File: src/rtl/vram_pkg.sv
// Shared types for the VRAM arbiter: controller state encoding and the
// posted-write entry that travels through the write buffer.
package vram_pkg;

  localparam int ADDR_W = 15;
  localparam int DATA_W = 8;

  typedef enum logic [2:0] {
    ST_IDLE,
    ST_WR_WAIT,
    ST_RD_DRAIN,
    ST_RD_ISSUE,
    ST_RD_DONE
  } ctrl_state_t;

  typedef struct packed {
    logic [ADDR_W-1:0] addr;
    logic [DATA_W-1:0] data;
  } wbuf_entry_t;

endpackage

File: src/rtl/vram_arbiter_if.sv
// Video, CPU and RAM-side signals of the VRAM arbiter; slave is the arbiter,
// master is whoever drives the requests and models the RAM.
interface vram_arbiter_if #(
  parameter int LVL_W = 3
);
  import vram_pkg::*;

  logic              vid_req;
  logic [ADDR_W-1:0] vid_addr;
  logic              vid_valid;
  logic [DATA_W-1:0] vid_data;

  logic              cpu_req;
  logic              cpu_we;
  logic [ADDR_W-1:0] cpu_addr;
  logic [DATA_W-1:0] cpu_din;
  logic              cpu_ack;
  logic [DATA_W-1:0] cpu_dout;

  logic [ADDR_W-1:0] ram_addr;
  logic              ram_we;
  logic [DATA_W-1:0] ram_din;
  logic [DATA_W-1:0] ram_dout;

  logic [LVL_W-1:0]  wbuf_level;

  modport slave (
    input  vid_req, vid_addr, cpu_req, cpu_we, cpu_addr, cpu_din, ram_dout,
    output vid_valid, vid_data, cpu_ack, cpu_dout, ram_addr, ram_we, ram_din,
           wbuf_level
  );

  modport master (
    output vid_req, vid_addr, cpu_req, cpu_we, cpu_addr, cpu_din, ram_dout,
    input  vid_valid, vid_data, cpu_ack, cpu_dout, ram_addr, ram_we, ram_din,
           wbuf_level
  );

endinterface

File: src/rtl/wbuf_fifo.sv
// Synchronous FIFO holding posted CPU writes; push and pop may coincide,
// including when full (the pop frees the slot the push takes).
module wbuf_fifo
  import vram_pkg::*;
#(
  parameter int DEPTH = 4
) (
  input  logic                   clk_sys,
  input  logic                   reset,
  input  logic                   push,
  input  wbuf_entry_t            push_data,
  input  logic                   pop,
  output wbuf_entry_t            head,
  output logic                   full,
  output logic                   empty,
  output logic [$clog2(DEPTH):0] level
);

  localparam int PTR_W = $clog2(DEPTH);
  localparam logic [PTR_W:0] LVL_FULL = (PTR_W+1)'(DEPTH);

  wbuf_entry_t      mem [DEPTH];
  logic [PTR_W-1:0] wr_ptr;
  logic [PTR_W-1:0] rd_ptr;
  logic             do_push;
  logic             do_pop;

  assign empty   = (level == '0);
  assign full    = (level == LVL_FULL);
  assign do_pop  = pop && !empty;
  assign do_push = push && (!full || do_pop);
  assign head    = mem[rd_ptr];

  always_ff @(posedge clk_sys) begin
    if (reset) begin
      wr_ptr <= '0;
      rd_ptr <= '0;
      level  <= '0;
    end else begin
      if (do_push) wr_ptr <= wr_ptr + PTR_W'(1);
      if (do_pop)  rd_ptr <= rd_ptr + PTR_W'(1);
      case ({do_push, do_pop})
        2'b10:   level <= level + (PTR_W+1)'(1);
        2'b01:   level <= level - (PTR_W+1)'(1);
        default: level <= level;
      endcase
    end
  end

  always_ff @(posedge clk_sys) begin
    if (do_push) mem[wr_ptr] <= push_data;
  end

endmodule

File: src/rtl/vram_arbiter.sv
// Single-port VRAM arbiter: video fetches, posted CPU writes and CPU reads
// share one registered RAM port with priority video > drain > read.
//
// state       | meaning
// ST_IDLE     | no CPU request pending; writes are posted from here
// ST_WR_WAIT  | write held because the buffer is full
// ST_RD_DRAIN | read pending, waiting for posted writes to drain
// ST_RD_ISSUE | read waiting to win the RAM port
// ST_RD_DONE  | read address on the RAM port, data returns next cycle
module vram_arbiter
  import vram_pkg::*;
#(
  parameter int FIFO_DEPTH = 4,
  parameter int VID_LAT    = 2
) (
  input logic            clk_sys,
  input logic            reset,
  vram_arbiter_if.slave  bus
);

  localparam int LVL_W = $clog2(FIFO_DEPTH) + 1;

  ctrl_state_t       state;
  ctrl_state_t       state_nxt;
  logic              cpu_new;
  logic              grant_vid;
  logic              grant_pop;
  logic              grant_rd;
  logic              push;
  logic              ack_set;
  logic              ack_rd;
  logic              cpu_ack_q;
  logic              rd_ack_q;
  logic [VID_LAT-1:0] vid_pipe;
  logic [ADDR_W-1:0] ram_addr_q;
  logic [DATA_W-1:0] ram_din_q;
  logic              ram_we_q;
  wbuf_entry_t       push_data;
  wbuf_entry_t       head;
  logic              full;
  logic              empty;
  logic [LVL_W-1:0]  level;

  wbuf_fifo #(.DEPTH(FIFO_DEPTH)) u_wbuf (
    .clk_sys   (clk_sys),
    .reset     (reset),
    .push      (push),
    .push_data (push_data),
    .pop       (grant_pop),
    .head      (head),
    .full      (full),
    .empty     (empty),
    .level     (level)
  );

  // the request is ignored during its own ack cycle so it is never taken twice
  assign cpu_new   = bus.cpu_req && !cpu_ack_q;
  assign grant_vid = bus.vid_req;
  assign grant_pop = !bus.vid_req && !empty;
  assign grant_rd  = !bus.vid_req && empty && (state == ST_RD_ISSUE);
  assign push_data = {bus.cpu_addr, bus.cpu_din};

  always_ff @(posedge clk_sys) begin
    if (reset) state <= ST_IDLE;
    else       state <= state_nxt;
  end

  always_comb begin
    state_nxt = state;
    case (state)
      ST_IDLE: begin
        if (cpu_new) begin
          if (bus.cpu_we) begin
            if (full && !grant_pop) state_nxt = ST_WR_WAIT;
          end else if (!empty) begin
            state_nxt = ST_RD_DRAIN;
          end else begin
            state_nxt = ST_RD_ISSUE;
          end
        end
      end
      ST_WR_WAIT:  if (grant_pop) state_nxt = ST_IDLE;
      ST_RD_DRAIN: if (empty)     state_nxt = ST_RD_ISSUE;
      ST_RD_ISSUE: if (grant_rd)  state_nxt = ST_RD_DONE;
      ST_RD_DONE:  state_nxt = ST_IDLE;
      default:     state_nxt = ST_IDLE;
    endcase
  end

  always_comb begin
    push    = 1'b0;
    ack_set = 1'b0;
    ack_rd  = 1'b0;
    case (state)
      ST_IDLE: begin
        if (cpu_new && bus.cpu_we && (!full || grant_pop)) begin
          push    = 1'b1;
          ack_set = 1'b1;
        end
      end
      ST_WR_WAIT: begin
        if (grant_pop) begin
          push    = 1'b1;
          ack_set = 1'b1;
        end
      end
      ST_RD_DONE: begin
        ack_set = 1'b1;
        ack_rd  = 1'b1;
      end
      default: ;
    endcase
  end

  always_ff @(posedge clk_sys) begin
    if (reset) begin
      cpu_ack_q <= 1'b0;
      rd_ack_q  <= 1'b0;
      vid_pipe  <= '0;
    end else begin
      cpu_ack_q <= ack_set;
      rd_ack_q  <= ack_rd;
      vid_pipe  <= {vid_pipe[VID_LAT-2:0], bus.vid_req};
    end
  end

  // address and write data hold their last value when the port is idle
  always_ff @(posedge clk_sys) begin
    if (reset) begin
      ram_addr_q <= '0;
      ram_din_q  <= '0;
      ram_we_q   <= 1'b0;
    end else begin
      ram_we_q <= 1'b0;
      if (grant_vid) begin
        ram_addr_q <= bus.vid_addr;
      end else if (grant_pop) begin
        ram_addr_q <= head.addr;
        ram_din_q  <= head.data;
        ram_we_q   <= 1'b1;
      end else if (grant_rd) begin
        ram_addr_q <= bus.cpu_addr;
      end
    end
  end

  assign bus.ram_addr   = ram_addr_q;
  assign bus.ram_din    = ram_din_q;
  assign bus.ram_we     = ram_we_q;
  assign bus.vid_valid  = vid_pipe[VID_LAT-1];
  assign bus.vid_data   = vid_pipe[VID_LAT-1] ? bus.ram_dout : '0;
  assign bus.cpu_ack    = cpu_ack_q;
  assign bus.cpu_dout   = rd_ack_q ? bus.ram_dout : '0;
  assign bus.wbuf_level = level;

endmodule

File: src/flat_wrapper.sv
// flat-port wrapper written by rule: the top's interface ports become plain ports
module vram_arbiter_flat import vram_pkg::*;
#(
  parameter int FIFO_DEPTH = 4,
  parameter int VID_LAT    = 2
)
  (clk_sys, reset, bus_vid_req, bus_vid_addr, bus_cpu_req, bus_cpu_we, bus_cpu_addr, bus_cpu_din, bus_ram_dout, bus_vid_valid, bus_vid_data, bus_cpu_ack, bus_cpu_dout, bus_ram_addr, bus_ram_we, bus_ram_din, bus_wbuf_level);
  vram_arbiter_if bus_i ();
  input logic clk_sys;
  input logic reset;
  input wire logic [$bits(bus_i.vid_req)-1:0] bus_vid_req;
  input wire logic [$bits(bus_i.vid_addr)-1:0] bus_vid_addr;
  input wire logic [$bits(bus_i.cpu_req)-1:0] bus_cpu_req;
  input wire logic [$bits(bus_i.cpu_we)-1:0] bus_cpu_we;
  input wire logic [$bits(bus_i.cpu_addr)-1:0] bus_cpu_addr;
  input wire logic [$bits(bus_i.cpu_din)-1:0] bus_cpu_din;
  input wire logic [$bits(bus_i.ram_dout)-1:0] bus_ram_dout;
  output wire logic [$bits(bus_i.vid_valid)-1:0] bus_vid_valid;
  output wire logic [$bits(bus_i.vid_data)-1:0] bus_vid_data;
  output wire logic [$bits(bus_i.cpu_ack)-1:0] bus_cpu_ack;
  output wire logic [$bits(bus_i.cpu_dout)-1:0] bus_cpu_dout;
  output wire logic [$bits(bus_i.ram_addr)-1:0] bus_ram_addr;
  output wire logic [$bits(bus_i.ram_we)-1:0] bus_ram_we;
  output wire logic [$bits(bus_i.ram_din)-1:0] bus_ram_din;
  output wire logic [$bits(bus_i.wbuf_level)-1:0] bus_wbuf_level;
  assign bus_i.vid_req = bus_vid_req;
  assign bus_i.vid_addr = bus_vid_addr;
  assign bus_i.cpu_req = bus_cpu_req;
  assign bus_i.cpu_we = bus_cpu_we;
  assign bus_i.cpu_addr = bus_cpu_addr;
  assign bus_i.cpu_din = bus_cpu_din;
  assign bus_i.ram_dout = bus_ram_dout;
  assign bus_vid_valid = bus_i.vid_valid;
  assign bus_vid_data = bus_i.vid_data;
  assign bus_cpu_ack = bus_i.cpu_ack;
  assign bus_cpu_dout = bus_i.cpu_dout;
  assign bus_ram_addr = bus_i.ram_addr;
  assign bus_ram_we = bus_i.ram_we;
  assign bus_ram_din = bus_i.ram_din;
  assign bus_wbuf_level = bus_i.wbuf_level;
  vram_arbiter #(.FIFO_DEPTH(FIFO_DEPTH), .VID_LAT(VID_LAT)) u_core (.clk_sys(clk_sys), .reset(reset), .bus(bus_i));
endmodule
File: config.mk
export PLATFORM = sky130hd
export DESIGN_NAME = vram_arbiter_flat
export DESIGN_NICKNAME = d
export VERILOG_FILES = /design/src/rtl/vram_pkg.sv /design/src/rtl/vram_arbiter_if.sv /design/src/rtl/wbuf_fifo.sv /design/src/rtl/vram_arbiter.sv /design/src/flat_wrapper.sv
export SDC_FILE = /design/constraint.sdc
export NUM_CORES = 1
export LEC_CHECK = 0
export CELL_PAD_IN_SITES_DETAIL_PLACEMENT = 1
export CELL_PAD_IN_SITES_GLOBAL_PLACEMENT = 1
export CORE_MARGIN = 2
export CORE_UTILIZATION = 46
export CTS_CLUSTER_DIAMETER = 120
export CTS_CLUSTER_SIZE = 14
export DETAILED_ROUTE_END_ITERATION = 10
export GPL_TIMING_DRIVEN = 1
export PLACE_DENSITY_LB_ADDON = 0.1
export SYNTH_ARGS = -nofsm -noshare
export SYNTH_HDL_FRONTEND = slang
export SYNTH_SLANG_ARGS = --single-unit
export TNS_END_PERCENT = 30
File: constraint.sdc
create_clock -name clk_sys -period 6.7 [get_ports clk_sys]
set_input_delay 1.675 -clock clk_sys [delete_from_list [all_inputs] [get_ports clk_sys]]
set_output_delay 1.675 -clock clk_sys [all_outputs]
set_load 0.005 [all_outputs]
==> qor.yml <==
outcome:
  outcome: "completed"
logic_synthesis:
  postSynthAreaPerCell_um2: 15.8
  async_flop_share_pct: 0
  synth_top_cells_by_area: "edfxtp_1 53%, dfxtp_1 15%, mux4_2 10%, o221ai_2 2.9%, a21oi_1 2.6%"
  post-synth-top-count-cell: "edfxtp_1"
  synth_edf_count: 92
  synth_top_area_share_pct: 53.1
  synth_area_um2: 5200
  ys.flop_type: "edfxtp_1"
  ys.warnings.count: 0
  ys_ff_latch: 132
  synthTopCellsByCount: "92 x edfxtp_1, 40 x dfxtp_1, 27 x a21oi_1"
  synth-seq-area-share_pct: 68.5
  syn_inst: 329
  post-synth-top-area-cell: "edfxtp_1"
  synth_fp_nets: 386
  synth_cell_types: 42
floorplanning:
  die_y_um: 110
  num_rows: 38
  die-area_um2: 12200
  initial_utilization_pct: 47.6
  fp.coreArea_um2: 10900
  pin_count: 96
  chipWidth_um: 110
clock_network:
  ctsLongestPathBuffers: 2
  cts-root-buf: "clkbuf_16"
  post_cts_buffers: 0
  hold_buffers: 0
  ctsResizeCount: 0
  cts_made_buffers: 17
  path_clk_slew_ps: 50
  cts.htree.levels: 4
  tritoncts: "yes"
  cts_num_sinks: 132
  clock_latency_ps: 410
timing:
  slew_violations: 0
  tightest_slew_ps: 956
  finalSetupTns_ps: 0
  slew_headroom_pct: 36.1
  setup-violations-final: 0
  finalClockSkew_ps: 5.31
  fin_crit_sh_pct: 66.5
  hold_viol: 0
  rsz0062_at_grt: "false"
  period_needed_ps: 4450
  max_freq_mhz: 225
final_layout:
  fill_cells: 1009
  multiInputGateArea_um2: 1550
  fin_util_pct: 62.9
  post_route_cells_drive_above_1_share_pct: 17.6
  ff_latch_area_um2: 3560
  instances_no_fill: 584
  area_delta_synth_final_pct: 32.2
  insertedDiodeCount: 0
  fin_nets: 488
  finalInstanceArea_um2: 6880
detailed_routing:
  drt_iter0_drc: 213
  drc: 0
  wl_per_cell_um: 20.8
  routed_wl_um: 12100
  num_vias: 3252
  drt_pass1_iterations: 4
  ant_nets: 0
  vias_per_cell: 5.57
global_routing:
  grt_antenna_before_repair: 0
  track_usage_pct: 21.0
  grt.overflow.total: 0
  grt_max_degree: 32
  grt_pass1_wl_um: 18400
  grt_pass1_vias: 3388
critical_path:
  worstPathArrival_ps: 2780
  crit_type: "input pin to output port"
  start_kind: "input pin"
  endpoint_kind: "output port"
  path_max_fanout: 2
  rrSetupSlack_ps: 3880
  worstPathRequired_ps: 5030
placement:
  portBuffers: 95
  place_hpwl_um: 7580
  placed_cells: 552
  finalWeightedCongestion: 0.723
  place_area_um2: 6310
pwr:
  ir_worst_vdd_mv: 0.245
  p_leak_uw: 0.00226
  pwr_density_cell_nw_per_um2: 381
job:
  cap_violations: 0
min_path:
  hold_class: "flip-flop to flip-flop"
## sequential cells by signal (all words and copies together) (netlist names), 2 cells and up, named ones only
register	cells
u_core.vid_pipe	2
u_core.u_wbuf.wr_ptr	2
u_core.u_wbuf.level	3
u_core.state	3
u_core.bus.ram_din	8
u_core.u_wbuf.mem	92
u_core.bus.ram_addr	15
u_core.u_wbuf.rd_ptr	2
## cell type report
cell class / count / share of cell area, %
Clock inverter: 14 / 2.00
Sequential cell: 132 / 51.8
Tap cell: 140 / 2.55
Timing Repair Buffer: 100 / 14.4
Multi-Input combinational cell: 171 / 22.5
Clock buffer: 18 / 6.24
Inverter: 9 / 0.491
## kinds of logic after synthesis
family | after synthesis | share of synthesized area (%)
AO/OA/AOI/OAI | 67 | 9.72
XOR/XNOR | 4 | 0.674
adder cells (fa/ha/maj) | 6 | 1.59
buffers and inverters | 26 | 2.12
flip-flops | 132 | 68.5
multiplexers | 24 | 10.1
AND/OR/NAND/NOR | 70 | 7.26
## through the flow
step / setup WS, ps / hold WS [ps] / power [uW]
after floorplan: 2780 / 414 / 1480
after global placement: 2270 / 433 / 1730
after detailed placement: 2240 / 433 / 1760
after CTS: 2240 / 445 / 2650
after global routing: 2200 / 463 / 2740
final: 2250 / 442 / 2620
## worst max-delay path, stage by stage
cell	delay, ps
clkdlybuf4s50_1	470
and2_1	130
clkdlybuf4s50_1	500
## cells in the final DEF, fill, tap and decap left out, drive strengths merged, types with 10 or more instances in the layout
| master | n |
|---|---|
| mux4 | 23 |
| and2 | 17 |
| clkinv | 10 |
| nand2 | 20 |
| o22ai | 15 |
| clkdlybuf4s50 | 95 |
| clkbuf | 18 |
| edfxtp | 92 |
| a21oi | 27 |
| dfxtp | 40 |
| o221ai | 15 |
## report_power, final
| group | total (uW) | internal (uW) | leakage [uW] | switching (uW) |
|---|---|---|---|---|
| sequential | 1090 | 985 | 0.00116 | 103 |
| combinational | 655 | 335 | 0.000829 | 321 |
| clock | 879 | 544 | 0.000273 | 335 |
## per-layer routing
layer / part of all wire [%] / track usage (%) / vias up
li1: - / - / 1492
met1: 44 / 28.5 / 1655
met2: 49 / 33.0 / 96
met3: 5.8 / 5.11 / 9
met4: 1.1 / 7.86 / 0
met5: 0 / 0 / -
## final timing paths
check,startpoint,to,cells past startpoint
setup reg to reg,u_core.u_wbuf.level[0],u_core.u_wbuf.level[2],9
hold reg to reg,u_core.vid_pipe[0],u_core.vid_pipe[1],1
hold / removal,u_core.vid_pipe[0],u_core.vid_pipe[1],1
setup / recovery,bus_ram_dout[4],bus_cpu_dout[4],3
Note: power is estimated with default switching activity, not from simulation.
